### src/rtl/clock_div_pkg.sv
// Shared definitions for the multi-channel clock divider:
// reset divisor, select-width helper and config request bundle.
package clock_div_pkg;

  localparam int RESET_DIV_DEFAULT = 100000;
  localparam int MAX_CW = 8;
  localparam int MAX_WIDTH = 32;

  function automatic int chan_width(input int channels);
    return (channels > 1) ? $clog2(channels) : 1;
  endfunction

  typedef struct packed {
    logic [MAX_CW-1:0]    chan;
    logic [MAX_WIDTH-1:0] div;
    logic                 sync;
  } cfg_req_t;

endpackage

### src/rtl/clock_div_channel.sv
// One divider channel: count/divisor registers and
// registered tick / div_clock decode of the next state.
module clock_div_channel
  import clock_div_pkg::*;
#(
  parameter int WIDTH     = 17,
  parameter int RESET_DIV = RESET_DIV_DEFAULT
) (
  input  logic             clock,
  input  logic             reset,
  input  logic             enable,
  input  logic             load,
  input  logic [WIDTH-1:0] load_div,
  input  logic             apply,
  input  logic [WIDTH-1:0] apply_div,
  output logic             apply_ok,
  output logic             tick,
  output logic             div_clock
);

  logic [WIDTH-1:0] count;
  logic [WIDTH-1:0] div;
  logic [WIDTH-1:0] count_n;
  logic [WIDTH-1:0] div_n;
  logic [WIDTH:0]   half_n;
  logic             terminal;
  logic             tick_n;
  logic             high_n;
  logic             refresh;

  assign terminal = enable && (div != '0)
                 && (count == div - WIDTH'(1));

  // A parked update may land at wrap, or at once on
  // a disabled channel that would otherwise never wrap.
  assign apply_ok = terminal || (div == '0);

  // Immediate load beats a parked apply, which beats
  // normal counting; a load also restarts phase.
  always_comb begin
    count_n = count;
    div_n   = div;
    if (load) begin
      div_n   = load_div;
      count_n = '0;
    end else if (apply) begin
      div_n   = apply_div;
      count_n = '0;
    end else if (enable && (div != '0)) begin
      count_n = terminal ? '0 : count + WIDTH'(1);
    end
  end

  // Output decode of the state the registers take next,
  // so the flops line up with count with no extra lag.
  always_comb begin
    half_n = ({1'b0, div_n} + (WIDTH+1)'(1)) >> 1;
    high_n = (div_n != '0)
          && ({1'b0, count_n} < half_n);
    tick_n = enable && (div_n != '0)
          && (count_n == div_n - WIDTH'(1));
    refresh = enable || load || apply;
  end

  // Channel state and registered outputs.
  always_ff @(posedge clock or posedge reset) begin
    if (reset) begin
      count     <= '0;
      div       <= WIDTH'(RESET_DIV);
      tick      <= 1'b0;
      div_clock <= 1'b0;
    end else begin
      count <= count_n;
      div   <= div_n;
      tick  <= tick_n;
      if (refresh) div_clock <= high_n;
    end
  end

endmodule

### src/rtl/clock_div_multi.sv
// Multi-channel programmable divider: config handshake,
// single deferred-update slot and the channel array.
module clock_div_multi
  import clock_div_pkg::*;
#(
  parameter  int CHANNELS  = 2,
  parameter  int WIDTH     = 17,
  parameter  int RESET_DIV = RESET_DIV_DEFAULT,
  localparam int CW        = chan_width(CHANNELS)
) (
  input  logic                clock,
  input  logic                reset,
  input  logic                enable,
  input  logic                cfg_valid,
  output logic                cfg_ready,
  input  logic [CW-1:0]       cfg_chan,
  input  logic [WIDTH-1:0]    cfg_div,
  input  logic                cfg_sync,
  output logic [CHANNELS-1:0] tick,
  output logic [CHANNELS-1:0] div_clock
);

  cfg_req_t            req;
  cfg_req_t            pend;
  cfg_req_t            pend_n;
  logic                pend_valid;
  logic                pend_valid_n;
  logic                ready_q;
  logic                xfer;
  logic                chan_ok;
  logic                drop;
  logic [CHANNELS-1:0] load;
  logic [CHANNELS-1:0] apply;
  logic [CHANNELS-1:0] apply_ok;
  logic [WIDTH-1:0]    pend_div;
  logic                unused_pend;

  assign cfg_ready   = ready_q;
  assign xfer        = cfg_valid && ready_q;
  assign pend_div    = pend.div[WIDTH-1:0];
  assign unused_pend = ^pend;

  // Pack the incoming request into the shared bundle.
  always_comb begin
    req      = '0;
    req.chan = MAX_CW'(cfg_chan);
    req.div  = MAX_WIDTH'(cfg_div);
    req.sync = cfg_sync;
  end

  // Per-channel select for immediate loads and for the
  // parked update once its channel is ready for it.
  always_comb begin
    load  = '0;
    apply = '0;
    for (int i = 0; i < CHANNELS; i++) begin
      load[i] = xfer && cfg_sync
             && (cfg_chan == CW'(i));
      apply[i] = pend_valid && apply_ok[i]
              && (pend.chan == MAX_CW'(i));
    end
  end

  // Pending slot: fill on a deferred transfer, drain on
  // apply or when it names a channel that does not exist.
  always_comb begin
    chan_ok      = pend.chan < MAX_CW'(CHANNELS);
    drop         = pend_valid && (!chan_ok || (|apply));
    pend_valid_n = pend_valid;
    pend_n       = pend;
    if (drop) begin
      pend_valid_n = 1'b0;
    end else if (xfer && !cfg_sync) begin
      pend_valid_n = 1'b1;
      pend_n       = req;
    end
  end

  // Slot registers; ready trails the slot by one edge.
  always_ff @(posedge clock or posedge reset) begin
    if (reset) begin
      pend_valid <= 1'b0;
      pend       <= '0;
      ready_q    <= 1'b0;
    end else begin
      pend_valid <= pend_valid_n;
      pend       <= pend_n;
      ready_q    <= !pend_valid_n;
    end
  end

  for (genvar g = 0; g < CHANNELS; g++) begin : g_ch
    clock_div_channel #(
      .WIDTH    (WIDTH),
      .RESET_DIV(RESET_DIV)
    ) u_ch (
      .clock    (clock),
      .reset    (reset),
      .enable   (enable),
      .load     (load[g]),
      .load_div (cfg_div),
      .apply    (apply[g]),
      .apply_div(pend_div),
      .apply_ok (apply_ok[g]),
      .tick     (tick[g]),
      .div_clock(div_clock[g])
    );
  end

endmodule

### config.mk
export PLATFORM = sky130hd
export DESIGN_NAME = clock_div_multi
export DESIGN_NICKNAME = d
export VERILOG_FILES = /design/src/rtl/clock_div_pkg.sv /design/src/rtl/clock_div_channel.sv /design/src/rtl/clock_div_multi.sv
export SDC_FILE = /design/constraint.sdc
export NUM_CORES = 1
export LEC_CHECK = 0
export CORE_UTILIZATION = 70
export CTS_CLUSTER_SIZE = 30
export DETAILED_ROUTE_END_ITERATION = 10
export DONT_BUFFER_PORTS = 1
export PLACE_DENSITY_LB_ADDON = 0.12
export SLEW_MARGIN = 20
export SYNTH_ARGS = -nofsm -noshare
export SYNTH_HDL_FRONTEND = slang
export SYNTH_SLANG_ARGS = --single-unit
### constraint.sdc
create_clock -name clock -period 11.25 [get_ports clock]
set_clock_uncertainty 0.2 [all_clocks]
set_input_delay 2.25 -clock clock [delete_from_list [all_inputs] [get_ports clock]]
set_output_delay 2.25 -clock clock [all_outputs]
set_load 0.01 [all_outputs]
==> reports/results.ini <==
[pwr]
p_leak_nw = 3.55
clkPwrFrac_pct = 14.5
power_mw = 2.36
pwr-share-seq_pct = 26.9
switchingPower_mw = 1.15
p_sw_share_pct = 48.7
ir_worst_vdd_uv = 205
intPower_mw = 1.21
p_comb_share_pct = 58.6
p_per_area_nw_per_um2 = 267

[synthesis]
synth-edff-count = 0
synth-main-ff-cell = dfrtp_1
synth_adder_area_share_pct = 6.43
syn_nets = 1082
async_reset_ff_share_pct = 100
ys_seq_area_share_pct = 27.1
synth_compound_gate_area_share_pct = 17.0
syn_area_per_cell_sq_um = 8.43
ys_ff_latch = 92
synth_cells = 1015
synth.distinct_cells = 90
synth-simple-area-share_pct = 26.5
synthXorXnorAreaFrac_pct = 13.5
syn-cell-area_sq_um = 8560
yosysWarnings = 0
synth_mux_area_share_pct = 4.75
synth_top_family_by_area = simple AND/OR/NAND/NOR gates

[layout]
nFillCells = 898
post-route-util_pct = 74.1
drive_gt1_share_pct = 10.9
nets = 1044
antenna_cells = 0
area_delta_synth_final_pct = 3.57

[critical_path]
rr_endpoint = g_ch[0].u_ch.div_clock
timing.rr.start = g_ch[0].u_ch.div[0]
criticalPathCategory = input port to flip-flop
slowest_stage = a21oi_2
max_stage_delay_ps = 730
path_depth = 20
critPathTopFamily = simple AND/OR/NAND/NOR gates
path_buf_inv = 1
required_ps = 11360
ff2ff_path_depth = 25
cp.arrival_ps = 7250
endpoint_kind = flip-flop
worstPathCellList = o41ai_2 -> or3_1 -> or3_1 -> or3_1 -> a21oi_2 -> a21oi_1 -> inv_1 -> nand4_1 -> or4_1 -> nor2b_1 -> xnor2_1 -> ha_1 -> a21oi_1 -> nor2b_1 -> o21ai_0 -> nand2b_1 -> a21oi_1 -> o31ai_1 -> nor3_1 -> a21o_1
start_kind = input port
cp_max_fo = 13
reg2reg_slack_ps = 4260

[die]
core_area_sq_um = 12000
rows = 40
fp.dieW_um = 113
floorplan.initialDensity_pct = 71.5
io_pins = 28
dieHeight_um = 113
fp.dieArea_sq_um = 12700

[placed_design]
gp_congestion = 0.943
io_buffers = 0
hpwl_mm = 18.7

[timing]
post-route-period-util_pct = 63.4
tightestPinTransition_ps = 1010
fin_setup_tns_ps = 0
relSlewSlack_pct = 31.9
fmax_ghz = 0.140
rsz0062_at_grt = no
holdWs_ps = 368
slew_violations = 0
setup_viol = 0
finalHoldViolations = 0
period_needed_ps = 7140

[routing]
drc = 0
drt-vias-per-instance = 6.91
drt_pass1_iterations = 5
ant_nets = 0
drt_wl_total_mm = 24.4
drt_iter0_markers = 889
via_count = 7805
drt-wirelength-per-cell_um = 21.6

[clock_tree]
cts_resized = 0
post_cts_buffers = 0
cts_tree = built
clockBufferDepth = 2
cts.sinks = 92
path_clk_slew_ps = 70
cts_hold_buf = 0
cts_htree_levels = 3
cts_made_buffers = 9
cts_root_buf = clkbuf_16
insertion_delay_ps = 360

[grt]
grt_pass1_wl_mm = 38.7
grt_usage_pct = 39.5
grt_overflow_total = 0
grt_pass1_vias = 7439
antenna_found_initial = 0
grt_max_degree = 66

[job]
drv_cap = 0

[run_status]
status = finished, final reports clean

[hold_path]
holdPathStages = 1
min_from = pend[17]
hold_class = flip-flop to flip-flop
holdPathEnd = pend[17]

kinds of logic after synthesis:
| family | after synthesis |
|---|---|
| compound gates | 193 |
| xor+xnor | 132 |
| fa+ha+maj | 44 |
| buf+inv | 93 |
| flops | 92 |
| mux | 38 |
| simple gates | 423 |
worst max-delay path by stage:
stage,endpoint,start
detailed placement,g_ch[1].u_ch.div_clock,enable
global placement,g_ch[1].u_ch.div_clock,enable
global route,g_ch[0].u_ch.div_clock,enable
CTS,g_ch[1].u_ch.div_clock,enable
floorplan,g_ch[1].u_ch.div_clock,enable
finish,g_ch[1].u_ch.div_clock,enable
through the flow:
stage / std cells / setup slack [ps] / area [sq um]
5_1_grt: 1129 / 3630 / 8860
6_report: 1129 / 4110 / 8860
4_1_cts: 1129 / 4140 / 8860
3_3_place_gp: 1113 / 3910 / 8540
3_5_place_dp: 1113 / 3750 / 8540
2_1_floorplan: 1015 / 4730 / 8560
cells in the mapped netlist (14+ instances only):
master    instances  area share (%)
xnor2_1          86             8.8
nor3_1           42             2.5
nand2_1          72             3.2
o21ai_0          31             1.8
clkbuf_1         38             1.7
or3_1            21             1.5
nor4_1           23             1.7
and3_1           18             1.3
nand2b_1         16             1.2
nand3_1          43             2.5
xor2_1           46             4.7
a21oi_1          33             1.9
ha_1             44             6.4
dfrtp_1          80              23
o31ai_1          17             1.5
nor2_1           97             4.3
mux2i_1          17             2.0
a22o_1           14             1.4
nor2b_1          16             1.2
inv_1            32             1.4
nand4_1          26             1.9
mux2_2           20             2.6
state kept, by name (all words and copies together), names as in the netlist:
name                 cells
g_ch.u_ch.count         34
g_ch.u_ch.div           34
pend_valid               1
g_ch.u_ch.div_clock      2
cfg_ready                1
pend                    18
g_ch.u_ch.tick           2
layout by cell type, fill, tap and decap left out, drive strengths merged, types with 16 or more instances in the layout:
| cell | count |
|---|---|
| nand4 | 26 |
| o21ai | 34 |
| o31ai | 17 |
| nand3 | 44 |
| ha | 44 |
| inv | 40 |
| nand2b | 16 |
| nor3 | 45 |
| mux2i | 17 |
| mux2 | 21 |
| a21oi | 40 |
| or3 | 23 |
| nor2 | 98 |
| nor2b | 16 |
| and3 | 18 |
| dfrtp | 80 |
| xnor2 | 86 |
| nand2 | 72 |
| xor2 | 46 |
| nor4 | 29 |
layout make-up:
type / count / area (sq um) / area share, %
clock inverters: 5 / 82.6 / 0.932
flip-flops and latches: 92 / 2320 / 26.1
clock buffers: 11 / 243 / 2.74
well taps: 147 / 184 / 2.08
inverters: 38 / 145 / 1.64
repair buffers: 6 / 45.0 / 0.508
multi-input cells: 830 / 5850 / 66.0
routing by layer:
| layer | GRT usage (%) | up-vias | share of wire (%) |
|---|---|---|---|
| met5 | 0 | - | 0 |
| met4 | 21.8 | 0 | 5.4 |
| met3 | 6.75 | 98 | 6.8 |
| met2 | 69.4 | 380 | 50 |
| met1 | 45.6 | 3693 | 38 |
| li1 | - | 3634 | - |
power by group through the flow:
stage | combinational [mW] | sequential (mW) | clock (mW)
floorplan | 1.14 | 0.539 | 0
global placement | 1.33 | 0.628 | 0
detailed placement | 1.35 | 0.630 | 0
CTS | 1.36 | 0.625 | 0.343
global route | 1.51 | 0.649 | 0.355
finish | 1.39 | 0.635 | 0.342
Note: power is estimated with default switching activity, not from simulation.
==> edit 1 (same flow settings) <==
The parameter `CHANNELS` goes from 2 to 4.
--- a/src/rtl/clock_div_multi.sv
+++ b/src/rtl/clock_div_multi.sv
@@ -3,7 +3,7 @@
 module clock_div_multi
   import clock_div_pkg::*;
 #(
-  parameter  int CHANNELS  = 2,
+  parameter  int CHANNELS  = 4,
   parameter  int WIDTH     = 17,
   parameter  int RESET_DIV = RESET_DIV_DEFAULT,
   localparam int CW        = chan_width(CHANNELS)
Ports: changed (resized cfg_chan, div_clock and tick); port bits go from 28 to 33. The function was not compared with the original's and may differ.
==> edit 1 against the unedited design <==
Largest cell class unchanged. Sequential share of layout area fell by 1.7 points. Routed wire length rose by 110%. Count of clock-buffer cells in the layout rose by 7. Core utilization rose by 0.65 points. Worst setup slack got worse by 770 ps. Sequential cell count rose by 73. Final area rose by 92%. Synthesized area rose by 91%. Total power rose by 57%. Synthesized cell count rose by 100%.
==> edit 1: results (changes against the unedited design) <==
metric	value	unit	change
global-route wire length before repair	81.4	mm	+110%
Logic pwr share	0.552		-0.034
PD cells	218	nW/um^2	-18%
drt first-iter violations	2284		+160%
total track usage	0.436		+0.0410
crit-path max FO	16		+3
Detail Route met2 WL	23.0	mm	+89%
FILL cells	1756		+96%
share of cells above drive strength 1	0.0792		-0.0298
Longest Clk Path Bufs	2		unchanged
hold_sp	g_ch[3].u_ch.div_clock$_DFFE_PP0P_		
worst hold path endpoint	g_ch[3].u_ch.div_clock$_DFFE_PP0P_		
Sw Pwr	1.84	mW	+60%
Largest regs	g_ch.u_ch.count: 68 flops, g_ch.u_ch.div: 68 flops, pend: 19 flops		
largest net degree at the start of global routing	96		+45%
reg2reg setup slack	3580	ps	-680 ps
TritonCTS Buffers	17		+8
Leakage	6.99	nW	+97%
Flop pwr share	0.287		+0.018
dominant cells by area after synthesis	dfrtp_1 22%, xnor2_1 7.6%, ha_1 6.1%		
Distinct cells, synth	95		+5.6%
DR WL/cell	22.4	um	+3.7%
status	completed		
pre-CTS setup slack	3070	ps	-687 ps
highest metal used	met5		
Via-to-Cell Ratio	7.01		+1.4%
antenna violations before repair	1		+1
VDD IR max	0.143	mV	-30%
r2r endpoint	g_ch[2].u_ch.div_clock$_DFFE_PP0P_		
critical path arrival	8090	ps	+840 ps
R2R cell count	26		+4.0%
WL met3	5.46	mm	+230%
reg2reg start	g_ch[2].u_ch.div[0]$_DFF_PP0_		
Slew HR	0.307		-0.0119
Slowest Stage Delay on Critical Path	780	ps	+50 ps
CTS root buf	clkbuf_16		
Post-DP HPWL	38.3	mm	+100%
Hold Crit Depth	2		+1
met1 WL	20.6	mm	+120%
Initial DRT Pass Iterations	8		+3
Mapped Nets	2158		+99%
hold_ws	363	ps	-4.78 ps
number of global-route vias before repair	15173		+100%
fraction of registers with async set/reset	1.00		unchanged
commonest cells in the netlist	207 x nor2_1, 167 x nand2_1, 142 x xnor2_1		
syn avg cell area	7.96	um^2	-5.6%
Seq/Total Area, Yosys	0.254		-0.0165
# diodes	0		unchanged
H-tree depth	4		+1
## edit 1: cell types whose count changed after synthesis, sizes merged, moves of 43 or more
cell and delta:
xor2 +67, nor3 +75, nand2 +95, o21ai +54
nor2 +110, clkbuf +47, xnor2 +56, a21oi +49
inv +43, dfrtp +61
## edit 1: final cells by class
cell class	count	area [um^2]	area share
tap	313	392	0.0230
clock buffer	18	439	0.0258
clock inverter	14	135	0.00794
multi-input combinational	1696	11400	0.672
sequential	165	4160	0.244
timing repair buffer	20	150	0.00882
inverter	82	313	0.0184
## edit 1: worst max-delay path by stage
stage,end,slack [ps],start,cells after the start
3_5_place_dp,g_ch[2].u_ch.div_clock$_DFFE_PP0P_,3070,enable,22
3_3_place_gp,g_ch[2].u_ch.div_clock$_DFFE_PP0P_,3390,enable,22
5_1_grt,g_ch[2].u_ch.div_clock$_DFFE_PP0P_,2830,enable,22
4_1_cts,g_ch[2].u_ch.div_clock$_DFFE_PP0P_,3510,enable,22
2_1_floorplan,g_ch[2].u_ch.div_clock$_DFFE_PP0P_,4160,enable,24
6_report,g_ch[2].u_ch.div_clock$_DFFE_PP0P_,3350,enable,22
## edit 1: metrics by stage
stage	instances	util
2_1_floorplan	2054	-
3_3_place_gp	2276	0.722
3_5_place_dp	2276	0.722
4_1_cts	2308	0.747
5_1_grt	2308	0.747
6_report	2308	0.747
## edit 1: cells by family (layout without fill, tap and decap cells)
kind of cell	after synthesis	count (layout)	share of synthesized area
adders and majority gates	81	81	0.0618
buffers and inverters	193	134	0.0475
and+or+nand+nor	908	908	0.295
DFF	165	165	0.254
AOI/OAI and AO/OA	401	401	0.169
muxes	48	48	0.0310
xor gates and xnor gates	258	258	0.141
## edit 1: layer usage
layer,track usage,up-vias
met3,0.0744,214
met1,0.580,7624
met5,0,-
met2,0.683,980
met4,0.227,2
li1,-,7354
==> edit 2 (same settings) <==
Made on the original files. Reset style: synchronous (`reset`), changed in 2 clocked blocks.
--- a/src/rtl/clock_div_channel.sv
+++ b/src/rtl/clock_div_channel.sv
@@ -63,7 +63,7 @@
   end
 
   // Channel state and registered outputs.
-  always_ff @(posedge clock or posedge reset) begin
+  always_ff @(posedge clock) begin
     if (reset) begin
       count     <= '0;
       div       <= WIDTH'(RESET_DIV);
--- a/src/rtl/clock_div_multi.sv
+++ b/src/rtl/clock_div_multi.sv
@@ -77,7 +77,7 @@
   end
 
   // Slot registers; ready trails the slot by one edge.
-  always_ff @(posedge clock or posedge reset) begin
+  always_ff @(posedge clock) begin
     if (reset) begin
       pend_valid <= 1'b0;
       pend       <= '0;
Behaviour: differs if reset is asserted again (counterexample within 4 cycles, from zero or initial values and one cycle with reset high); with reset held inactive, the same outputs for 4 cycles.
==> edit 2 against the unedited design <==
Fmax rose by 3.9%. Critical path depth fell by 2. Worst setup slack improved by 270 ps. Register-to-register slack improved by 350 ps. Routed wire length rose by 3.9%. Sequential cell count did not move. Synthesized area rose by 3.8%. Non-clock buffer count rose by 1. Final area rose by 2.8%. Critical endpoint is now g_ch[1].u_ch.div_clock$_SDFFE_PP0P_. Largest cell class unchanged.
Power is not compared: it rests on default switching activity, and its combinational part moved more than twofold at a synthesized area within 25%.
==> edit 2: results (changes against the unedited design) <==
metric	value	unit	change
routability cong.	0.996		+5.7%
YS warnings	0		unchanged
clk_buf instances	11		unchanged
hold_sp	g_ch[0].u_ch.div_clock$_SDFFE_PP0P_		
Non-CTS buffers	7		+1
global-route wire length before repair	40.2	mm	+3.8%
syn avg cell area	7.69	um^2	-8.8%
DR WL/cell	19.9	um	-7.9%
Via-to-Cell Ratio	6.80		-1.6%
Initial DRT Pass Iterations	6		+1
number of global-route vias before repair	7513		+0.99%
largest net degree at the start of global routing	80		+21%
VDD IR max	0.111	mV	
critical path arrival	6970	ps	-280 ps
HP Class	reg -> reg		
worst hold path endpoint	g_ch[0].u_ch.div_clock$_SDFFE_PP0P_		
Sw Pwr	0.266	mW	
DP Area	8790	um^2	+2.9%
Crit. Startpoint	enable		
r2r endpoint	g_ch[1].u_ch.div_clock$_SDFFE_PP0P_		
Seq/Total Area, Yosys	0.207		-0.0635
share of cells above drive strength 1	0.0859		-0.0231
CP max stage cell	nor4b_4		
drt first-iter violations	1221		+37%
dpl cells	1258		+13%
die footprint	13100	um^2	+3.8%
Slew @ Worst Pin	1010	ps	-1.60 ps
IO Port Bufs	0		unchanged
DR vias	8667		+11%
pre-CTS setup slack	3810	ps	+55.1 ps
Slowest Stage Delay on Critical Path	690	ps	-40 ps
status	completed		
# diodes	0		unchanged
Yosys top cell by area	dfxtp_1		
total track usage	0.397		+0.00209
hold_ws	372	ps	+4.56 ps
count of multi-input gates	966		+16%
Signal buf overhead	0.00577		+0.000684
PD cells	95.7	nW/um^2	
fraction of registers with async set/reset	0		-1.00
post-route worst setup slack	4380	ps	+268 ps
commonest cells in the netlist	158 x nor2_1, 97 x nor3_1, 97 x xnor2_1		
crit-path max FO	12		-1
Distinct cells, synth	94		+4.4%
FILL cells	1007		+12%
Signal inverters	25		-34%
Mapped Nets	1223		+13%
register area	1840	um^2	-21%
H-tree depth	3		unchanged
reg2reg setup slack	4610	ps	+350 ps
TritonCTS Buffers	9		unchanged
R2R cell count	22		-12%
Clock buf/inv share	0.0349		-0.00183
multi-input logic area	6600	um^2	+13%
Post-DP HPWL	19.1	mm	+1.8%
reg2reg start	g_ch[1].u_ch.div[0]$_SDFF_PP0_		
Setup Buffers After CTS	0		unchanged
dominant cells by area after synthesis	dfxtp_1 21%, xnor2_1 9.6%, nor2_1 6.7%		
edit 2: cell types whose count changed after synthesis, sizes merged, moves of 13 or more:
cell,before,now
nor2,98,160
nand2,72,94
mux2,21,2
dfrtp,80,0
nor3,45,101
inv,38,25
buf,17,31
dfxtp,0,92
o221ai,2,23
a22o,14,0
edit 2: kinds of logic after synthesis:
family / after synthesis / synth area share
buf+inv: 98 / 0.0517
compound gates: 182 / 0.159
flops: 92 / 0.207
simple gates: 568 / 0.346
fa+ha+maj: 45 / 0.0631
xor+xnor: 146 / 0.144
mux: 25 / 0.0284
edit 2: metal layers:
layer | vias to the layer above | GRT usage | share of wire
met5 | - | 0 | 0
met2 | 501 | 0.541 | 0.39
met4 | 0 | 0.147 | 0.030
met3 | 65 | 0.0889 | 0.12
met1 | 4038 | 0.597 | 0.46
li1 | 4063 | - | -
edit 2: worst max-delay path, delay by kind of cell:
kind	cells	cell delay (ps)
xor+xnor	1	150
compound gates	5	850
fa+ha+maj	1	300
simple gates	11	3390
